**config.mk**
```make
export PLATFORM = sky130hd
export DESIGN_NAME = lsu_axi_master_flat
export DESIGN_NICKNAME = d
export VERILOG_FILES = /design/src/rtl/lsu_axi_master_if.sv /design/src/rtl/lsu_axi_master.sv /design/src/flat_wrapper.sv
export SDC_FILE = /design/constraint.sdc
export NUM_CORES = 1
export LEC_CHECK = 0
export BUFFER_PORTS_ARGS = -buffer_cell sky130_fd_sc_hd__buf_2
export CORE_MARGIN = 10
export CORE_UTILIZATION = 35
export CTS_CLUSTER_SIZE = 40
export DETAILED_ROUTE_END_ITERATION = 8
export PLACE_DENSITY = 0.72
export SYNTH_ARGS = -nofsm -noshare
export SYNTH_HDL_FRONTEND = slang
export SYNTH_SLANG_ARGS = --single-unit
export TNS_END_PERCENT = 50
```
**constraint.sdc**
```tcl
create_clock -name clk -period 5.2 [get_ports clk]
set_clock_uncertainty 0.05 [all_clocks]
set_input_delay 1.3 -clock clk [delete_from_list [all_inputs] [get_ports clk]]
set_output_delay 1.3 -clock clk [all_outputs]
set_load 0.005 [all_outputs]
```
**src/rtl/lsu_axi_master_if.sv**
```systemverilog
// AXI4-Lite bus bundle (32-bit address and data) shared by the LSU master
// and whatever slave sits on the other side of the crossbar.
interface axi_lite_if;
  logic        awvalid;
  logic        awready;
  logic [31:0] awaddr;
  logic        wvalid;
  logic        wready;
  logic [31:0] wdata;
  logic [3:0]  wstrb;
  logic        bvalid;
  logic        bready;
  logic [1:0]  bresp;
  logic        arvalid;
  logic        arready;
  logic [31:0] araddr;
  logic        rvalid;
  logic        rready;
  logic [31:0] rdata;
  logic [1:0]  rresp;

  modport master (
    output awvalid, awaddr, wvalid, wdata, wstrb, bready, arvalid, araddr, rready,
    input  awready, wready, bvalid, bresp, arready, rvalid, rdata, rresp
  );

  modport slave (
    input  awvalid, awaddr, wvalid, wdata, wstrb, bready, arvalid, araddr, rready,
    output awready, wready, bvalid, bresp, arready, rvalid, rdata, rresp
  );
endinterface

```
**src/rtl/lsu_axi_master.sv**
```systemverilog
// LSU-to-AXI4-Lite bridge: one outstanding load/store at a time, handles
// byte/half/word lanes and strobes, sign/zero-extends loads, and rejects
// misaligned accesses without touching the bus.
//
// state   | meaning
// --------+----------------------------------------------------------
// IDLE    | ready for a request; latches fields on req_valid
// RD_ADDR | AR channel valid, waiting for arready
// RD_DATA | R channel ready, waiting for rvalid
// WR_REQ  | AW and W valid, each dropped after its own handshake
// WR_RESP | B channel ready, waiting for bvalid
// RESP    | one-cycle response pulse back to the LSU
module lsu_axi_master (
  input  logic        clk,
  input  logic        reset,
  input  logic        req_valid,
  output logic        req_ready,
  input  logic        req_we,
  input  logic [31:0] req_addr,
  input  logic [1:0]  req_size,
  input  logic        req_unsigned,
  input  logic [31:0] req_wdata,
  output logic        rsp_valid,
  output logic [31:0] rsp_rdata,
  output logic        rsp_err,
  axi_lite_if.master  m
);

  typedef enum logic [2:0] {IDLE, RD_ADDR, RD_DATA, WR_REQ, WR_RESP, RESP} state_t;

  state_t      state_q, state_d;
  logic        aw_done_q, aw_done_d;
  logic        w_done_q, w_done_d;
  logic [31:0] addr_q;
  logic [1:0]  size_q;
  logic        unsigned_q;
  logic [31:0] wdata_q;
  logic [3:0]  wstrb_q;
  logic [31:0] rsp_data_q;
  logic        rsp_err_q;
  logic        misaligned;

  function automatic logic [31:0] load_extract(input logic [31:0] d, input logic [1:0] a,
                                               input logic [1:0] sz, input logic uns);
    logic [7:0]  b;
    logic [15:0] h;
    logic [31:0] res;
    case (a)
      2'd0:    b = d[7:0];
      2'd1:    b = d[15:8];
      2'd2:    b = d[23:16];
      default: b = d[31:24];
    endcase
    h = a[1] ? d[31:16] : d[15:0];
    case (sz)
      2'd0:    res = uns ? {24'b0, b} : {{24{b[7]}}, b};
      2'd1:    res = uns ? {16'b0, h} : {{16{h[15]}}, h};
      default: res = d;
    endcase
    return res;
  endfunction

  function automatic logic [3:0] store_strb(input logic [1:0] a, input logic [1:0] sz);
    logic [3:0] s;
    case (sz)
      2'd0:    s = 4'b0001 << a;
      2'd1:    s = 4'b0011 << a;
      2'd2:    s = 4'b1111;
      default: s = 4'b0000;
    endcase
    return s;
  endfunction

  function automatic logic [31:0] store_lanes(input logic [31:0] wd, input logic [1:0] sz);
    logic [31:0] res;
    case (sz)
      2'd0:    res = {4{wd[7:0]}};
      2'd1:    res = {2{wd[15:0]}};
      default: res = wd;
    endcase
    return res;
  endfunction

  // Size 3 never aligns; halves need addr[0]=0, words need addr[1:0]=0.
  assign misaligned = (req_size == 2'd3) ||
                      ((req_size == 2'd1) && req_addr[0]) ||
                      ((req_size == 2'd2) && (req_addr[1:0] != 2'b00));

  // State and per-channel write handshake flags.
  always_ff @(posedge clk or posedge reset) begin
    if (reset) begin
      state_q   <= IDLE;
      aw_done_q <= 1'b0;
      w_done_q  <= 1'b0;
    end else begin
      state_q   <= state_d;
      aw_done_q <= aw_done_d;
      w_done_q  <= w_done_d;
    end
  end

  // Next-state and handshake decode; all AXI valids/readies come from state and flags only.
  always_comb begin
    state_d   = state_q;
    aw_done_d = aw_done_q;
    w_done_d  = w_done_q;
    req_ready = 1'b0;
    rsp_valid = 1'b0;
    m.arvalid = 1'b0;
    m.rready  = 1'b0;
    m.awvalid = 1'b0;
    m.wvalid  = 1'b0;
    m.bready  = 1'b0;
    case (state_q)
      IDLE: begin
        req_ready = 1'b1;
        if (req_valid) begin
          if (misaligned)  state_d = RESP;
          else if (req_we) state_d = WR_REQ;
          else             state_d = RD_ADDR;
        end
      end
      RD_ADDR: begin
        m.arvalid = 1'b1;
        if (m.arready) state_d = RD_DATA;
      end
      RD_DATA: begin
        m.rready = 1'b1;
        if (m.rvalid) state_d = RESP;
      end
      WR_REQ: begin
        m.awvalid = !aw_done_q;
        m.wvalid  = !w_done_q;
        if (m.awready && !aw_done_q) aw_done_d = 1'b1;
        if (m.wready && !w_done_q)   w_done_d  = 1'b1;
        if (aw_done_d && w_done_d) begin
          state_d   = WR_RESP;
          aw_done_d = 1'b0;
          w_done_d  = 1'b0;
        end
      end
      WR_RESP: begin
        m.bready = 1'b1;
        if (m.bvalid) state_d = RESP;
      end
      RESP: begin
        rsp_valid = 1'b1;
        state_d   = IDLE;
      end
      default: state_d = IDLE;
    endcase
  end

  // Request latch on accept, response capture from R or B.
  always_ff @(posedge clk or posedge reset) begin
    if (reset) begin
      addr_q     <= 32'b0;
      size_q     <= 2'b0;
      unsigned_q <= 1'b0;
      wdata_q    <= 32'b0;
      wstrb_q    <= 4'b0;
      rsp_data_q <= 32'b0;
      rsp_err_q  <= 1'b0;
    end else begin
      case (state_q)
        IDLE: begin
          if (req_valid) begin
            addr_q     <= req_addr;
            size_q     <= req_size;
            unsigned_q <= req_unsigned;
            wdata_q    <= store_lanes(req_wdata, req_size);
            wstrb_q    <= (req_we && !misaligned) ? store_strb(req_addr[1:0], req_size) : 4'b0;
            rsp_data_q <= 32'b0;
            rsp_err_q  <= misaligned;
          end
        end
        RD_DATA: begin
          if (m.rvalid) begin
            rsp_data_q <= m.rresp[1] ? 32'b0 : load_extract(m.rdata, addr_q[1:0], size_q, unsigned_q);
            rsp_err_q  <= m.rresp[1];
          end
        end
        WR_RESP: begin
          if (m.bvalid) begin
            rsp_data_q <= 32'b0;
            rsp_err_q  <= m.bresp[1];
          end
        end
        default: ;
      endcase
    end
  end

  assign m.araddr  = addr_q;
  assign m.awaddr  = addr_q;
  assign m.wdata   = wdata_q;
  assign m.wstrb   = wstrb_q;
  assign rsp_rdata = (state_q == RESP) ? rsp_data_q : 32'b0;
  assign rsp_err   = (state_q == RESP) ? rsp_err_q : 1'b0;

endmodule

```
**src/flat_wrapper.sv**
```systemverilog
// flat-port wrapper written by rule: the top's interface ports become plain ports
module lsu_axi_master_flat 
  (clk, reset, req_valid, req_ready, req_we, req_addr, req_size, req_unsigned, req_wdata, rsp_valid, rsp_rdata, rsp_err, m_awvalid, m_awaddr, m_wvalid, m_wdata, m_wstrb, m_bready, m_arvalid, m_araddr, m_rready, m_awready, m_wready, m_bvalid, m_bresp, m_arready, m_rvalid, m_rdata, m_rresp);
  axi_lite_if m_i ();
  input  logic clk;
  input  logic reset;
  input  logic req_valid;
  output logic req_ready;
  input  logic req_we;
  input  logic [31:0] req_addr;
  input  logic [1:0] req_size;
  input  logic req_unsigned;
  input  logic [31:0] req_wdata;
  output logic rsp_valid;
  output logic [31:0] rsp_rdata;
  output logic rsp_err;
  output wire logic [$bits(m_i.awvalid)-1:0] m_awvalid;
  output wire logic [$bits(m_i.awaddr)-1:0] m_awaddr;
  output wire logic [$bits(m_i.wvalid)-1:0] m_wvalid;
  output wire logic [$bits(m_i.wdata)-1:0] m_wdata;
  output wire logic [$bits(m_i.wstrb)-1:0] m_wstrb;
  output wire logic [$bits(m_i.bready)-1:0] m_bready;
  output wire logic [$bits(m_i.arvalid)-1:0] m_arvalid;
  output wire logic [$bits(m_i.araddr)-1:0] m_araddr;
  output wire logic [$bits(m_i.rready)-1:0] m_rready;
  input wire logic [$bits(m_i.awready)-1:0] m_awready;
  input wire logic [$bits(m_i.wready)-1:0] m_wready;
  input wire logic [$bits(m_i.bvalid)-1:0] m_bvalid;
  input wire logic [$bits(m_i.bresp)-1:0] m_bresp;
  input wire logic [$bits(m_i.arready)-1:0] m_arready;
  input wire logic [$bits(m_i.rvalid)-1:0] m_rvalid;
  input wire logic [$bits(m_i.rdata)-1:0] m_rdata;
  input wire logic [$bits(m_i.rresp)-1:0] m_rresp;
  assign m_awvalid = m_i.awvalid;
  assign m_awaddr = m_i.awaddr;
  assign m_wvalid = m_i.wvalid;
  assign m_wdata = m_i.wdata;
  assign m_wstrb = m_i.wstrb;
  assign m_bready = m_i.bready;
  assign m_arvalid = m_i.arvalid;
  assign m_araddr = m_i.araddr;
  assign m_rready = m_i.rready;
  assign m_i.awready = m_awready;
  assign m_i.wready = m_wready;
  assign m_i.bvalid = m_bvalid;
  assign m_i.bresp = m_bresp;
  assign m_i.arready = m_arready;
  assign m_i.rvalid = m_rvalid;
  assign m_i.rdata = m_rdata;
  assign m_i.rresp = m_rresp;
  lsu_axi_master u_core (.clk(clk), .reset(reset), .req_valid(req_valid), .req_ready(req_ready), .req_we(req_we), .req_addr(req_addr), .req_size(req_size), .req_unsigned(req_unsigned), .req_wdata(req_wdata), .rsp_valid(rsp_valid), .rsp_rdata(rsp_rdata), .rsp_err(rsp_err), .m(m_i));
endmodule
```
Word-level counts from Yosys, hierarchy flattened
Cells that the tools add are included.
- reduce and logical (&&, ||, !) cells: 20
- equality and inequality tests: 16
- shift-type cells: 2
- muxes and demuxes: 40
- operators by type and width (cell ; number):
    two-way mux 32 bit ; 7
    one-hot mux 32 bit (2 select lines) ; 2
    one-hot mux 32 bit (3 select lines) ; 1
    one-hot mux 8 bit (3 select lines) ; 1
    two-way mux 3 bit ; 6
    two-way mux 1 bit ; 17
    two-way mux 16 bit ; 1
    one-hot mux 3 bit (5 select lines) ; 1
    one-hot mux 4 bit (3 select lines) ; 1
    != test 2 bit (second input constant) ; 4
    equality test 2 x 1 -> 1 bit (second input constant) ; 3
    equality test 2 bit (second input constant) ; 3
    equality test 3 x 2 -> 1 bit (second input constant) ; 2
    equality test 3 bit (second input constant) ; 2
    logical AND 1 bit ; 6
    zero test 2 bit ; 3
    AND reduction 5 bit ; 1
    two-way mux 4 bit ; 1
    AND reduction 4 bit ; 1
    left shift 1 x 2 -> 4 bit (first input constant) ; 1
    left shift 2 x 2 -> 4 bit (first input constant) ; 1
    equality test 3 x 1 -> 1 bit (second input constant) ; 1
    zero test 1 bit ; 3
    zero test 3 bit ; 1
    7 further kinds ; 8
- output and inout port bits: 140
- input bits: 112
- logic and storage cells: 88
- register bits: 109

Longest topological paths before layout
- depth after elaboration: 7
- mapped depth: 7
- gate-level depth less buffers: 4

Worst setup path after synthesis
Ideal clock, no wire load.
- path type: input-to-reg
- from: in m_rvalid
- to: reg u_core.rsp_data_q[16]
- required time: 5.086 ns
- path slack: 2.502 ns
- cell stages on the path: 6
- library setup time: 0.064 ns
- arrival: 2.584 ns
- cell sequence: nand3b_1 -> or3_1 -> buf_2 -> a2111oi_4 -> buf_6 -> a221o_2
- word-level cells in the longest chain between the ends: 2
- RTL lines (what ; line ; source):
    start: declaration ; flat_wrapper.sv:31 ; input wire logic [$bits(m_i.rvalid)-1:0] m_rvalid;
    != test 2 bit (no line) ; -- ;
    AND reduction 4 bit (no line) ; -- ;
    end signal: assignment ; lsu_axi_master.sv:179 ; rsp_data_q <= m.rresp[1] ? 32'b0 : load_extract(m.rdata, addr_q[1:0], size_q, unsigned_q);
    end: declaration ; lsu_axi_master.sv:39 ; logic [31:0] rsp_data_q;
No other way between the ends.
A chain may end at the register's enable or synchronous reset.

Final worst setup path
- from: reg u_core.state_q[0]
- to: out rsp_err
- word-level cells in the longest chain between the ends: 2
- RTL lines (what ; line ; source):
    start: declaration ; lsu_axi_master.sv:31 ; state_t state_q, state_d;
    start signal: assignment ; lsu_axi_master.sv:96 ; state_q <= state_d;
    equality test 3 bit ; lsu_axi_master.sv:199 ; assign rsp_err = (state_q == RESP) ? rsp_err_q : 1'b0;
    two-way mux 1 bit ; lsu_axi_master.sv:199 ;
    end: declaration ; flat_wrapper.sv:16 ; output logic rsp_err;
No other way between the ends.

==> results.cfg <==
[global_routing]
grt_pass1_wl_mm = 29.9
use_met1_pct = 21.2
first_global_vias = 5257
antenna_found_initial = 0
busiest_layer = met2
grt_use_met3_pct = 5.80
grt_overflow = 0
grt.total_usage_pct = 17.1
grt_max_degree = 47
grtUsageMet2_pct = 27.1

[critical_path]
crit_arrival_ns = 2.21
path_class = flip-flop to output pin
path_max_fanout = 34
required_ns = 3.85
start_kind = flip-flop
critPathCaptureType = output pin

[logic_synthesis]
yosys_warnings = 0
yosysSeqAreaShare_pct = 47.7
syn_nets = 736
ys_ff_latch = 109
netlist_area_um2 = 5710
syn_area_per_cell_um2 = 9.16
netlist_instances = 624
ys_types = 48

[placed_design]
place_ws_ns = 1.90
dp_hpwl_mm = 14.2
gp_congestion = 0.844
portBuffers = 249
place_area_um2 = 6850

[drt]
drt_iter0_drc = 329
drt_pass1_iterations = 5
wire_per_inst_um = 18.4
antenna_left = 0
drt-total-wl_mm = 19.0
post-route-drc-count = 0
vias = 5235
via_per_inst = 5.06

[timing]
finalHoldViolations = 0
slew_headroom_pct = 31.3
worst_pin_slew_ns = 1.03
fmax_mhz = 281
worst_slack_ns = 1.64
period_needed_ns = 3.56
final.setup.tns_ns = 0
rsz0062_at_grt = no
period_share_pct = 68.4
slew_violations = 0
setup_violations = 0

[floorplanning]
coreArea_um2 = 15900
die_area_um2 = 21800
die_w_um = 148
start_util_pct = 35.8
die_y_um = 148
ios = 252
rows = 46

[final_layout]
stdcell_area_um2 = 7150
area_growth_pct = 25.2
final_common_cell = buf_2
mostFrequentLayoutCells = buf_2, nand2_1, dfrtp_1
final_nets = 925
drive_gt1_share_pct = 36.1

[clock_network]
htreeDepth = 3
post_cts_buffers = 0
clock_latency_ns = 0.36
ctsRootBufferMaster = clkbuf_16
cts_buffers = 9
holdBufCountCts = 0
cts_tree = yes
post_cts_resized = 0
clkTransAtPathRegs_ns = 0.08
cts.sinks = 109
cts_buffer_depth = 2

[status]
status = finished, final reports clean

[power]
p_leak_nw = 3.84
p_per_area_nw_per_um2 = 514
total_power_w = 0.00368
peakVddDrop_v = 0.000272

[min_path]
hold_path_class = flip-flop to flip-flop

[flow_run]
max_cap_viol_count = 0
## per-layer routing
layer  part of all wire [%]  vias to the layer above
met4                    1.9                        0
li1                       -                     2493
met2                     46                      243
met5                      0                        -
met3                     10                       22
met1                     41                     2477
## Yosys cell counts, drive strengths merged
| cell type | instances | area (um^2) |
|---|---|---|
| and3 | 1 | 6.26 |
| clkinv | 2 | 7.51 |
| or3b | 1 | 8.76 |
| nor3 | 4 | 20.0 |
| nor3b | 3 | 22.5 |
| and2 | 35 | 219 |
| nand2b | 12 | 75.1 |
| nand3b | 3 | 22.5 |
| a221o | 16 | 173 |
| o32ai | 6 | 52.6 |
| and3b | 8 | 70.1 |
| mux2 | 10 | 113 |
| o32a | 1 | 10.0 |
| a31oi | 1 | 6.26 |
| or3 | 9 | 56.3 |
| a221oi | 1 | 8.76 |
| dfrtp | 109 | 2730 |
| a22o | 1 | 8.76 |
| o21a | 1 | 7.51 |
| a311oi | 6 | 52.6 |
| o2bb2ai | 2 | 17.5 |
| mux2i | 25 | 250 |
| o211a | 1 | 10.0 |
| and4b | 1 | 10.0 |
| nand4 | 1 | 6.26 |
| a21o | 2 | 15.0 |
| xor2 | 1 | 8.76 |
| a22oi | 2 | 15.0 |
| inv | 9 | 33.8 |
| buf | 43 | 297 |
| nand2 | 156 | 586 |
| o31ai | 2 | 15.0 |
| a21oi | 28 | 140 |
| nor2 | 21 | 78.8 |
| a32o | 7 | 70.1 |
| o2111ai | 1 | 8.76 |
| a211o | 7 | 61.3 |
| clkbuf | 33 | 124 |
| a2111oi | 2 | 36.3 |
| a211oi | 2 | 15.0 |
| o21ai | 43 | 215 |
| a2bb2oi | 1 | 8.76 |
| nor2b | 4 | 25.0 |
## final timing paths
check	start	to	cells past startpoint	slack, ns
worst max register to register	u_core.size_q[1]$_DFFE_PP0P_	u_core.rsp_data_q[16]$_DFFE_PP0P_	3	2.40
worst min register to register	u_core.m.wdata[27]$_DFFE_PP0P_	u_core.m.wdata[27]$_DFFE_PP0P_	2	0.43
worst min-delay path	u_core.m.wdata[27]$_DFFE_PP0P_	u_core.m.wdata[27]$_DFFE_PP0P_	2	0.43
max in group asynchronous	reset	u_core.m.wdata[0]$_DFFE_PP0P_	3	3.25
worst max-delay path	u_core.state_q[0]$_DFFE_PP0P_	rsp_err	3	1.64
min in group asynchronous	reset	u_core.m.wdata[25]$_DFFE_PP0P_	2	0.97
## through the flow
step | std cells | utilization, % | hold slack [ns]
floorplan | 624 | - | 0.398
global placement | 1018 | 43.0 | 0.406
detailed placement | 1018 | 43.0 | 0.411
CTS | 1034 | 44.9 | 0.433
global route | 1034 | 44.9 | 0.444
finish | 1035 | 44.9 | 0.427
## critical path: stages, from the launching register on
cell     delay (ns)
dfrtp_1        0.60
and3_1         0.85
and2_1         0.26
buf_2          0.13
## flip-flops by register name (all words and copies together), names as in the netlist
signal             count
u_core.w_done_q        1
u_core.size_q          2
u_core.m.wdata        32
u_core.m.araddr       32
u_core.m.wstrb         4
u_core.rsp_err_q       1
u_core.aw_done_q       1
u_core.state_q         3
u_core.unsigned_q      1
u_core.rsp_data_q     32
## area by class of cell
cell class / instances / area (um^2)
antenna: 1 / 2.50
clock buffer: 10 / 239
clock inverter: 6 / 57.6
fill: 1555 / 8790
inverter: 11 / 43.8
multi-input combinational: 428 / 2530
sequential: 109 / 2730
tap: 216 / 270
timing repair buffer: 254 / 1280
## logic make-up after synthesis
kind of cell | synth area share [%]
and+or+nand+nor | 21.1
buffers and inverters | 8.08
xor gates and xnor gates | 0.153
AOI/OAI and AO/OA | 16.6
muxes | 6.35
DFF | 47.7
## report_power, final
part / internal (W) / leakage [nW] / total [W] / switching (W)
logic: 0.000652 / 2.28 / 0.00144 / 0.000790
registers: 0.00119 / 1.41 / 0.00152 / 0.000330
clock network: 0.000353 / 0.148 / 0.000709 / 0.000356
total: 0.00220 / 3.84 / 0.00368 / 0.00148
No activity file was read; power rests on OpenSTA's default activity.
